**config.mk**
```make
export PLATFORM = sky130hd
export DESIGN_NAME = coax_tx_buffer
export DESIGN_NICKNAME = d
export VERILOG_FILES = /design/src/rtl/coax_tx_buffer.sv
export SDC_FILE = /design/constraint.sdc
export NUM_CORES = 1
export LEC_CHECK = 0
export CORE_MARGIN = 5
export CORE_UTILIZATION = 25
export DETAILED_ROUTE_END_ITERATION = 12
export PLACE_DENSITY_LB_ADDON = 0.1
export SYNTH_ARGS = -nofsm -noshare
export SYNTH_HDL_FRONTEND = slang
export SYNTH_SLANG_ARGS = --single-unit
export TNS_END_PERCENT = 20
```
**constraint.sdc**
```tcl
create_clock -name i_clk -period 8.5 [get_ports i_clk]
set_input_delay 1.275 -clock i_clk [delete_from_list [all_inputs] [get_ports i_clk]]
set_output_delay 1.275 -clock i_clk [all_outputs]
set_load 0.05 [all_outputs]
```
**src/rtl/coax_tx_buffer.sv**
```systemverilog
// ----------------------------------------------------------------------------
// coax_tx_buffer
// Message FIFO feeding coax_tx. Host writes 10-bit words tagged with an
// end-of-message bit. Draining starts only once a complete message is held
// (or the FIFO is full), so coax_tx receives the words of a message back to
// back over a data/strobe/ready handshake.
//
// Parameters:
//   DEPTH    FIFO depth in words (power of two, >= 4)
//   HOLDOFF  cycles after tx_strobe during which tx_ready is ignored
//
// Ports:
//   i_clk           system clock
//   i_reset         synchronous, active-high reset
//   i_write_data    coax word to enqueue
//   i_write_last    word is the final word of its message
//   i_write_strobe  enqueue i_write_data/i_write_last this cycle
//   o_full          FIFO holds DEPTH words
//   o_empty         FIFO holds 0 words
//   o_tx_data       word presented to coax_tx (holds last strobed value)
//   o_tx_strobe     one-cycle pulse: coax_tx latches o_tx_data
//   i_tx_ready      coax_tx can accept the next word
//   o_overflow      sticky: write attempted while full
//
// Build option: define COAX_TX_BUFFER_OVERFLOW_EN to enable the sticky
// overflow flag; otherwise o_overflow is tied to 0.
// ----------------------------------------------------------------------------
module coax_tx_buffer #(
    parameter int unsigned DEPTH   = 16,
    parameter int unsigned HOLDOFF = 2
) (
    input  logic       i_clk,
    input  logic       i_reset,
    input  logic [9:0] i_write_data,
    input  logic       i_write_last,
    input  logic       i_write_strobe,
    output logic       o_full,
    output logic       o_empty,
    output logic [9:0] o_tx_data,
    output logic       o_tx_strobe,
    input  logic       i_tx_ready,
    output logic       o_overflow
);

    localparam int unsigned AW = $clog2(DEPTH);
    localparam int unsigned CW = $clog2(DEPTH + 1);
    localparam int unsigned HW = (HOLDOFF > 1) ? $clog2(HOLDOFF) : 1;
    localparam logic [HW-1:0] HoldLast = HW'(HOLDOFF - 1);
    localparam logic [AW:0]   PtrOne   = (AW + 1)'(1);
    localparam logic [CW-1:0] CntOne   = CW'(1);

    typedef enum logic [1:0] {StIdle, StStrobe, StHold, StWait} state_t;

    logic [10:0]   r_mem [DEPTH];
    logic [AW:0]   r_wr_ptr;
    logic [AW:0]   r_rd_ptr;
    logic [CW-1:0] r_msg_count;
    state_t        r_state;
    logic          r_in_last;
    logic [HW-1:0] r_hold_cnt;
    logic [9:0]    r_tx_data;
    logic          r_tx_strobe;

    logic        w_empty;
    logic        w_full;
    logic [10:0] w_head;
    logic        w_wr_en;
    logic        w_start;
    logic        w_pop;
    logic        w_inc;
    logic        w_dec;

    assign w_empty = (r_wr_ptr == r_rd_ptr);
    assign w_full  = (r_wr_ptr[AW] != r_rd_ptr[AW]) &&
                     (r_wr_ptr[AW-1:0] == r_rd_ptr[AW-1:0]);
    assign w_head  = r_mem[r_rd_ptr[AW-1:0]];
    // A write while full is dropped even if a pop happens in the same cycle.
    assign w_wr_en = i_write_strobe && !w_full;
    // Full with no complete message still starts a drain (message > DEPTH).
    assign w_start = !w_empty && ((r_msg_count != '0) || w_full) && i_tx_ready;
    // The head is popped on the edge that raises tx_strobe.
    assign w_pop   = ((r_state == StIdle) && w_start) ||
                     ((r_state == StWait) && i_tx_ready && !r_in_last && !w_empty);
    assign w_inc   = w_wr_en && i_write_last;
    assign w_dec   = w_pop && w_head[10];

    always_ff @(posedge i_clk) begin
        if (w_wr_en && !i_reset) begin
            r_mem[r_wr_ptr[AW-1:0]] <= {i_write_last, i_write_data};
        end
    end

    always_ff @(posedge i_clk) begin
        if (i_reset) begin
            r_wr_ptr    <= '0;
            r_rd_ptr    <= '0;
            r_msg_count <= '0;
        end else begin
            if (w_wr_en) r_wr_ptr <= r_wr_ptr + PtrOne;
            if (w_pop)   r_rd_ptr <= r_rd_ptr + PtrOne;
            case ({w_inc, w_dec})
                2'b10:   r_msg_count <= r_msg_count + CntOne;
                2'b01:   r_msg_count <= r_msg_count - CntOne;
                default: r_msg_count <= r_msg_count;
            endcase
        end
    end

    always_ff @(posedge i_clk) begin
        if (i_reset) begin
            r_state     <= StIdle;
            r_in_last   <= 1'b0;
            r_hold_cnt  <= '0;
            r_tx_data   <= '0;
            r_tx_strobe <= 1'b0;
        end else begin
            r_tx_strobe <= 1'b0;
            if (w_pop) begin
                r_tx_strobe <= 1'b1;
                r_tx_data   <= w_head[9:0];
                r_in_last   <= w_head[10];
            end
            case (r_state)
                StIdle: begin
                    if (w_start) r_state <= StStrobe;
                end
                StStrobe: begin
                    r_hold_cnt <= '0;
                    r_state    <= (HOLDOFF == 0) ? StWait : StHold;
                end
                StHold: begin
                    if (r_hold_cnt == HoldLast) begin
                        r_state <= StWait;
                    end else begin
                        r_hold_cnt <= r_hold_cnt + HW'(1);
                    end
                end
                StWait: begin
                    // Empty mid-message: stay here until the next word arrives.
                    if (i_tx_ready) begin
                        if (r_in_last)     r_state <= StIdle;
                        else if (!w_empty) r_state <= StStrobe;
                    end
                end
                default: r_state <= StIdle;
            endcase
        end
    end

`ifdef COAX_TX_BUFFER_OVERFLOW_EN
    logic r_overflow;
    always_ff @(posedge i_clk) begin
        if (i_reset) begin
            r_overflow <= 1'b0;
        end else if (i_write_strobe && w_full) begin
            r_overflow <= 1'b1;
        end
    end
    assign o_overflow = r_overflow;
`else
    assign o_overflow = 1'b0;
`endif

    assign o_full      = w_full;
    assign o_empty     = w_empty;
    assign o_tx_data   = r_tx_data;
    assign o_tx_strobe = r_tx_strobe;

endmodule

```
==> impl_metrics.ini <==
[die]
die_h_um = 193.6
start_util = 0.2525
boundaryPins = 29
fp-row-count = 67
core-area_sq_um = 33360
fp.dieW_um = 193.6
dieArea_sq_um = 37470

[yosys]
yosys_warnings = 0
yosysTopAreaCellShare = 0.6273
synth_edf_count = 176
syn_inst = 486
syn-num-nets = 515
synth_area_leaders = edfxtp_1 (63%), mux4_2 (12%), dfxtp_1 (8.1%)
yosys_most_used_dff = edfxtp_1
synthArstFlopShare = 0
ys_ff_latch = 210
synth_common_cells = edfxtp_1 (176), mux4_2 (44), dfxtp_1 (34)
syn_area_sq_um = 8426
synth.most_common_cell = edfxtp_1
synth_cell_types = 46
avgSynthCellArea_sq_um = 17.34
yosysTopAreaCell = edfxtp_1
ys_seq_area_frac = 0.7080

[route]
dr.first_iter.drc_count = 271
drcViolationCount = 0
drt_pass1_iterations = 4
drt-vias-per-instance = 4.462
vias = 4426
routed_wl_um = 21120
final_antenna_net_count = 0
wire_per_inst_um = 21.29

[timing]
maxSlewViolCount = 0
setup_viol = 0
timing.final.crit_share = 0.4984
worstMarginPinSlew_ps = 1221
fmax_ghz = 0.2361
period_needed_ps = 4236
grt_setup_unrepaired = no
slew_headroom = 0.1824
fin_worst_skew_ps = 18.31
finalSetupTns_ps = 0
hold_viol_final = 0

[worst_setup_path]
cp_max_fo = 14
cp_slowest_cell = a31oi_1
critical_path_required_ps = 8940
path_cells = xnor2_1, nand4_2, a31oi_1, nand3_1, inv_1, ha_1, ha_1, a21o_1, a21oi_1, xor2_1, or3_1, a21oi_1
cp_slowest_stage_delay_ps = 980
start_kind = register
cp-end-kind = register
path_class = reg2reg
crit_arrival_ps = 4670

[global_routing]
antenna_found_initial = 0
grt.total_usage = 0.1112
grt_pass1_vias = 4693
grt_max_degree = 44
grt_overflow = 0
grt_pass1_wl_um = 31520

[pwr]
pwr-share-comb = 0.151
pwr-share-clk = 0.386
p_int_uw = 1856
ir_drop_mv = 0.1450
p_sw_frac = 0.2584
p_leak_uw = 0.003133
power_density_nw_per_um2 = 249.2
p_seq_frac = 0.463
power.switching_uw = 646.7

[clock_network]
clk_path_buf_depth = 3
cts_resized = 0
h-tree-depth = 1
cts_setup_buffers = 0
numCtsBuffers = 24
hold_buffers = 0
clk_pin_slew_ps = 60
cts_tree = yes
cts-root-buf = clkbuf_16
cts_sinks = 210
clk_latency_ps = 520

[cells_and_area]
final_area_sq_um = 10040
drive_above_1_share = 0.2077
nets = 557
seqCellArea_sq_um = 5968
multi_input_area_sq_um = 2361
areaGrowthSynthToFinish_pct = 19.20
diodes = 0
nFillCells = 3362

[run]
maxCapViolations = 0

[placed_design]
place.gp.congestion = 0.7315
portBuffers = 27
hpwl_um = 12970
dpl_cell_area_sq_um = 9306

[worst_hold_path]
min_path_type = reg2reg

[outcome]
status = finished, final reports clean
-- worst paths after layout --
check	end	depth (start not counted)	slack (ps)	from
min	o_tx_data[1]	2	480	o_tx_data[1]
max reg2reg	r_msg_count[4]	12	4260	r_wr_ptr[3]
max	r_msg_count[4]	12	4260	r_wr_ptr[3]
min reg2reg	o_tx_data[1]	2	480	o_tx_data[1]
-- final cells by class --
cell class,count,area share
inverters,9,0.003364
clock inverters,9,0.007848
flip-flops and latches,210,0.5942
multi-input cells,241,0.2351
well taps,448,0.05581
repair buffers,42,0.03812
clock buffers,33,0.06553
-- metrics by stage --
step	total power (uW)	cells	util	setup slack (ps)	hold slack, ps
after floorplan	1454	486	-	5434	460.4
after global placement	1559	950	0.2789	4394	470.8
after detailed placement	1565	950	0.2789	4329	467.4
after CTS	2550	992	0.3010	4325	475.7
after global routing	2623	992	0.3010	3940	511.3
final	2503	992	0.3010	4264	475.7
-- power by group through the flow --
stage               logic (uW)  clock network (uW)  registers (uW)
CTS                        385                1010            1160
global placement           379                   0            1180
floorplan                  249                   0            1200
detailed placement         384                   0            1180
global route               413                1050            1160
finish                     377                 967            1160
-- flip-flops by register name (all words and copies together), names as in the netlist, named ones only --
register / cells
r_wr_ptr: 5
o_tx_data: 10
r_msg_count: 5
r_hold_cnt: 1
r_in_last: 1
o_tx_strobe: 1
r_state: 2
r_mem: 176
r_rd_ptr: 5
-- layer usage --
layer / up-vias / wire length, um / global-route usage
li1: 2017 / - / -
met1: 2266 / 9629 / 0.1619
met2: 114 / 9728 / 0.1724
met3: 29 / 1275 / 0.02018
met4: 0 / 484 / 0.02885
met5: - / 0 / 0
-- worst max-delay path, delay by kind of cell, from the launching register on --
family,cells,cell delay [ps]
compound gates,4,1470
flops,1,800
fa+ha+maj,2,600
xor+xnor,2,300
simple gates,3,870
buf+inv,1,110
-- cells in the final DEF, fill, tap and decap left out, drive strengths merged, types with 2 or more instances in the layout --
| cell | count |
|---|---|
| o21a | 3 |
| clkbuf | 33 |
| a21oi | 22 |
| xor2 | 4 |
| o211ai | 3 |
| dfxtp | 34 |
| nand2 | 21 |
| a21o | 2 |
| ha | 13 |
| clkinv | 7 |
| o31ai | 3 |
| nor2 | 22 |
| inv | 10 |
| nor3 | 6 |
| xnor2 | 8 |
| or4 | 4 |
| buf | 15 |
| nor4 | 4 |
| clkdlybuf4s50 | 27 |
| mux2i | 7 |
| mux4 | 44 |
| or3 | 3 |
| edfxtp | 176 |
| o21ai | 18 |
| a22oi | 21 |
| nor2b | 4 |
| nand3 | 16 |
-- cells by family (layout without fill, tap and decap cells) --
logic type	Yosys count	count (layout)	synth area share
buffers and inverters	35	93	0.01975
muxes	52	52	0.1273
xor gates and xnor gates	12	12	0.01337
DFF	210	210	0.7080
other	1	1	0.0004451
adders and majority gates	14	14	0.02168
and+or+nand+nor	84	84	0.04812
AOI/OAI and AO/OA	78	78	0.06133
Note: power is estimated with default switching activity, not from simulation.
==> edit (same flow settings) <==
Build with the macro `COAX_TX_BUFFER_OVERFLOW_EN` defined.
--- a/src/rtl/coax_tx_buffer.sv
+++ b/src/rtl/coax_tx_buffer.sv
@@ -26,4 +26,6 @@
 // overflow flag; otherwise o_overflow is tied to 0.
 // ----------------------------------------------------------------------------
+`define COAX_TX_BUFFER_OVERFLOW_EN
+
 module coax_tx_buffer #(
     parameter int unsigned DEPTH   = 16,
Function: no difference found for any inputs over 10 cycles, from zero or initial values and one cycle with i_reset high; that may be too few to reach the edited logic, so the function may still have changed.
==> edit against the original RTL <==
  * Wire length decreased by 4.9%
  * Total power increased by 4.4%
  * Critical path depth is 8 lower
  * Sequential cell count increased by 1
  * Core utilization up 0.29 points
  * Combinational power fell by 2%
  * Synthesized area rose by 0.36%
  * Worst setup slack better by 0.043 ns
  * Final area increased by 1.2%
  * Critical endpoint is now o_full
  * Largest cell class unchanged
  * Largest power group unchanged
  * Highest routed layer unchanged
==> edit: results (changes against the original RTL) <==
grt_pass1_vias: 4849  # +3.3%
diodes: 0  # unchanged
drive_above_1_share_pct: 20.6  # -0.15 points
critPathMaxStageDelay_ns: 0.83  # -0.15 ns
dp_hpwl_mm: 12.4  # -4.6%
htree_levels: 1  # unchanged
firstDrtPassIters: 4  # unchanged
relSlewSlack_pct: 23.2  # +5.0 points
placed_cells: 954  # +0.42%
portBuffers: 28  # +3.7%
place_area_sq_mm: 0.00936  # +0.56%
synth-edff-count: 176  # unchanged
ir_drop_uv: 135  # -6.6%
post_cts_buffers: 0  # unchanged
synth.area.top_cells: "edfxtp_1 63%, mux4_2 12%, dfxtp_1 8.3%, ha_1 1.9%, a22oi_1 1.8%"
cts_repair_resize_count: 0  # unchanged
status: "finished clean"
final_nets: 562  # +0.90%
fin_skew_ns: 0.00975  # -0.00856 ns
antenna_found_initial: 0  # unchanged
grt_usage_pct: 10.6  # -0.50 points
power.leakage_uw: 0.00319  # +1.9%
routed_via_density: 4.50  # +0.93%
path_delay_family: "buffers and inverters"
crit_path_top_delay_cell: "clkdlybuf4s50_1"
synthTopCellsByCount: "176 x edfxtp_1, 44 x mux4_2, 35 x dfxtp_1, 23 x nor2_1, 22 x a21oi_1"
gp_congestion: 0.680  # -7.0%
cts-root-buf: "clkbuf_16"
synth_cell_types: 45  # -2.2%
synth_top_cell_area_share_pct: 62.5  # -0.22 points
via_count: 4485  # +1.3%
drt_wl_total_mm: 20.1  # -4.9%
ys_seq_area_share_pct: 70.8  # about the same
cts_buffers: 25  # +4.2%
syn_inst: 486  # unchanged
grt_first_pass_wirelength_mm: 30.7  # -2.6%
cp.arrival_ns: 2.92  # -1.75 ns
synth-async-reset-ratio_pct: 0  # unchanged
drtIter0Drc: 314  # +16%
[edit: worst paths after layout]
| check | from | to | slack [ns] | cells after the start |
|---|---|---|---|---|
| worst min register to register | o_tx_data[1] | o_tx_data[1] | 0.47 | 2 |
| worst max register to register | flop | r_msg_count[4] | 4.38 | 13 |
| worst max-delay path | r_wr_ptr[3] | o_full | 4.31 | 4 |
| worst min-delay path | o_tx_data[1] | o_tx_data[1] | 0.47 | 2 |
[edit: cell families after synthesis]
kind of cell | after synthesis | synth area share, %
AND/OR/NAND/NOR | 86 | 5.13
multiplexers | 54 | 12.9
flip-flops | 211 | 70.8
XOR/XNOR | 12 | 1.33
adder cells (fa/ha/maj) | 14 | 2.16
AO/OA/AOI/OAI | 77 | 5.98
buffers and inverters | 32 | 1.69
[edit: layout make-up]
| cell class | count | area [sq um] |
|---|---|---|
| fill | 3269 | 23300 |
| sequential | 211 | 5990 |
| multi-input combinational | 243 | 2370 |
| clock buffer | 30 | 644 |
| tap | 448 | 561 |
| timing repair buffer | 46 | 415 |
| clock inverter | 12 | 163 |
| inverter | 6 | 22.5 |
[edit: routing by layer]
| layer | wire [microns] | part of all wire, % | up-vias | track usage (%) |
|---|---|---|---|---|
| li1 | - | - | 2034 | - |
| met1 | 9430 | 47 | 2354 | 14.9 |
| met2 | 9450 | 47 | 70 | 17.1 |
| met3 | 879 | 4.4 | 27 | 2.05 |
| met4 | 325 | 1.6 | 0 | 2.60 |
| met5 | 0 | 0 | - | 0 |
[edit: tightest hold or removal path, cell delays in order, from the launching register on]
cell and delay [ns]:
dfxtp_1 0.30, o21ai_0 0.06, a21oi_1 0.06
[edit: power by group]
part / internal (uW) / switching (uW) / total [uW]
combinational: 150 / 220 / 369
clock: 657 / 409 / 1070
sequential: 1150 / 31.9 / 1180
[edit: metrics by stage]
step	setup WS (ns)	total power, uW	hold WS [ns]
floorplan	5.36	1470	0.449
global placement	4.31	1570	0.461
detailed placement	4.25	1580	0.468
CTS	4.22	2660	0.476
global route	3.93	2740	0.498
finish	4.31	2610	0.472
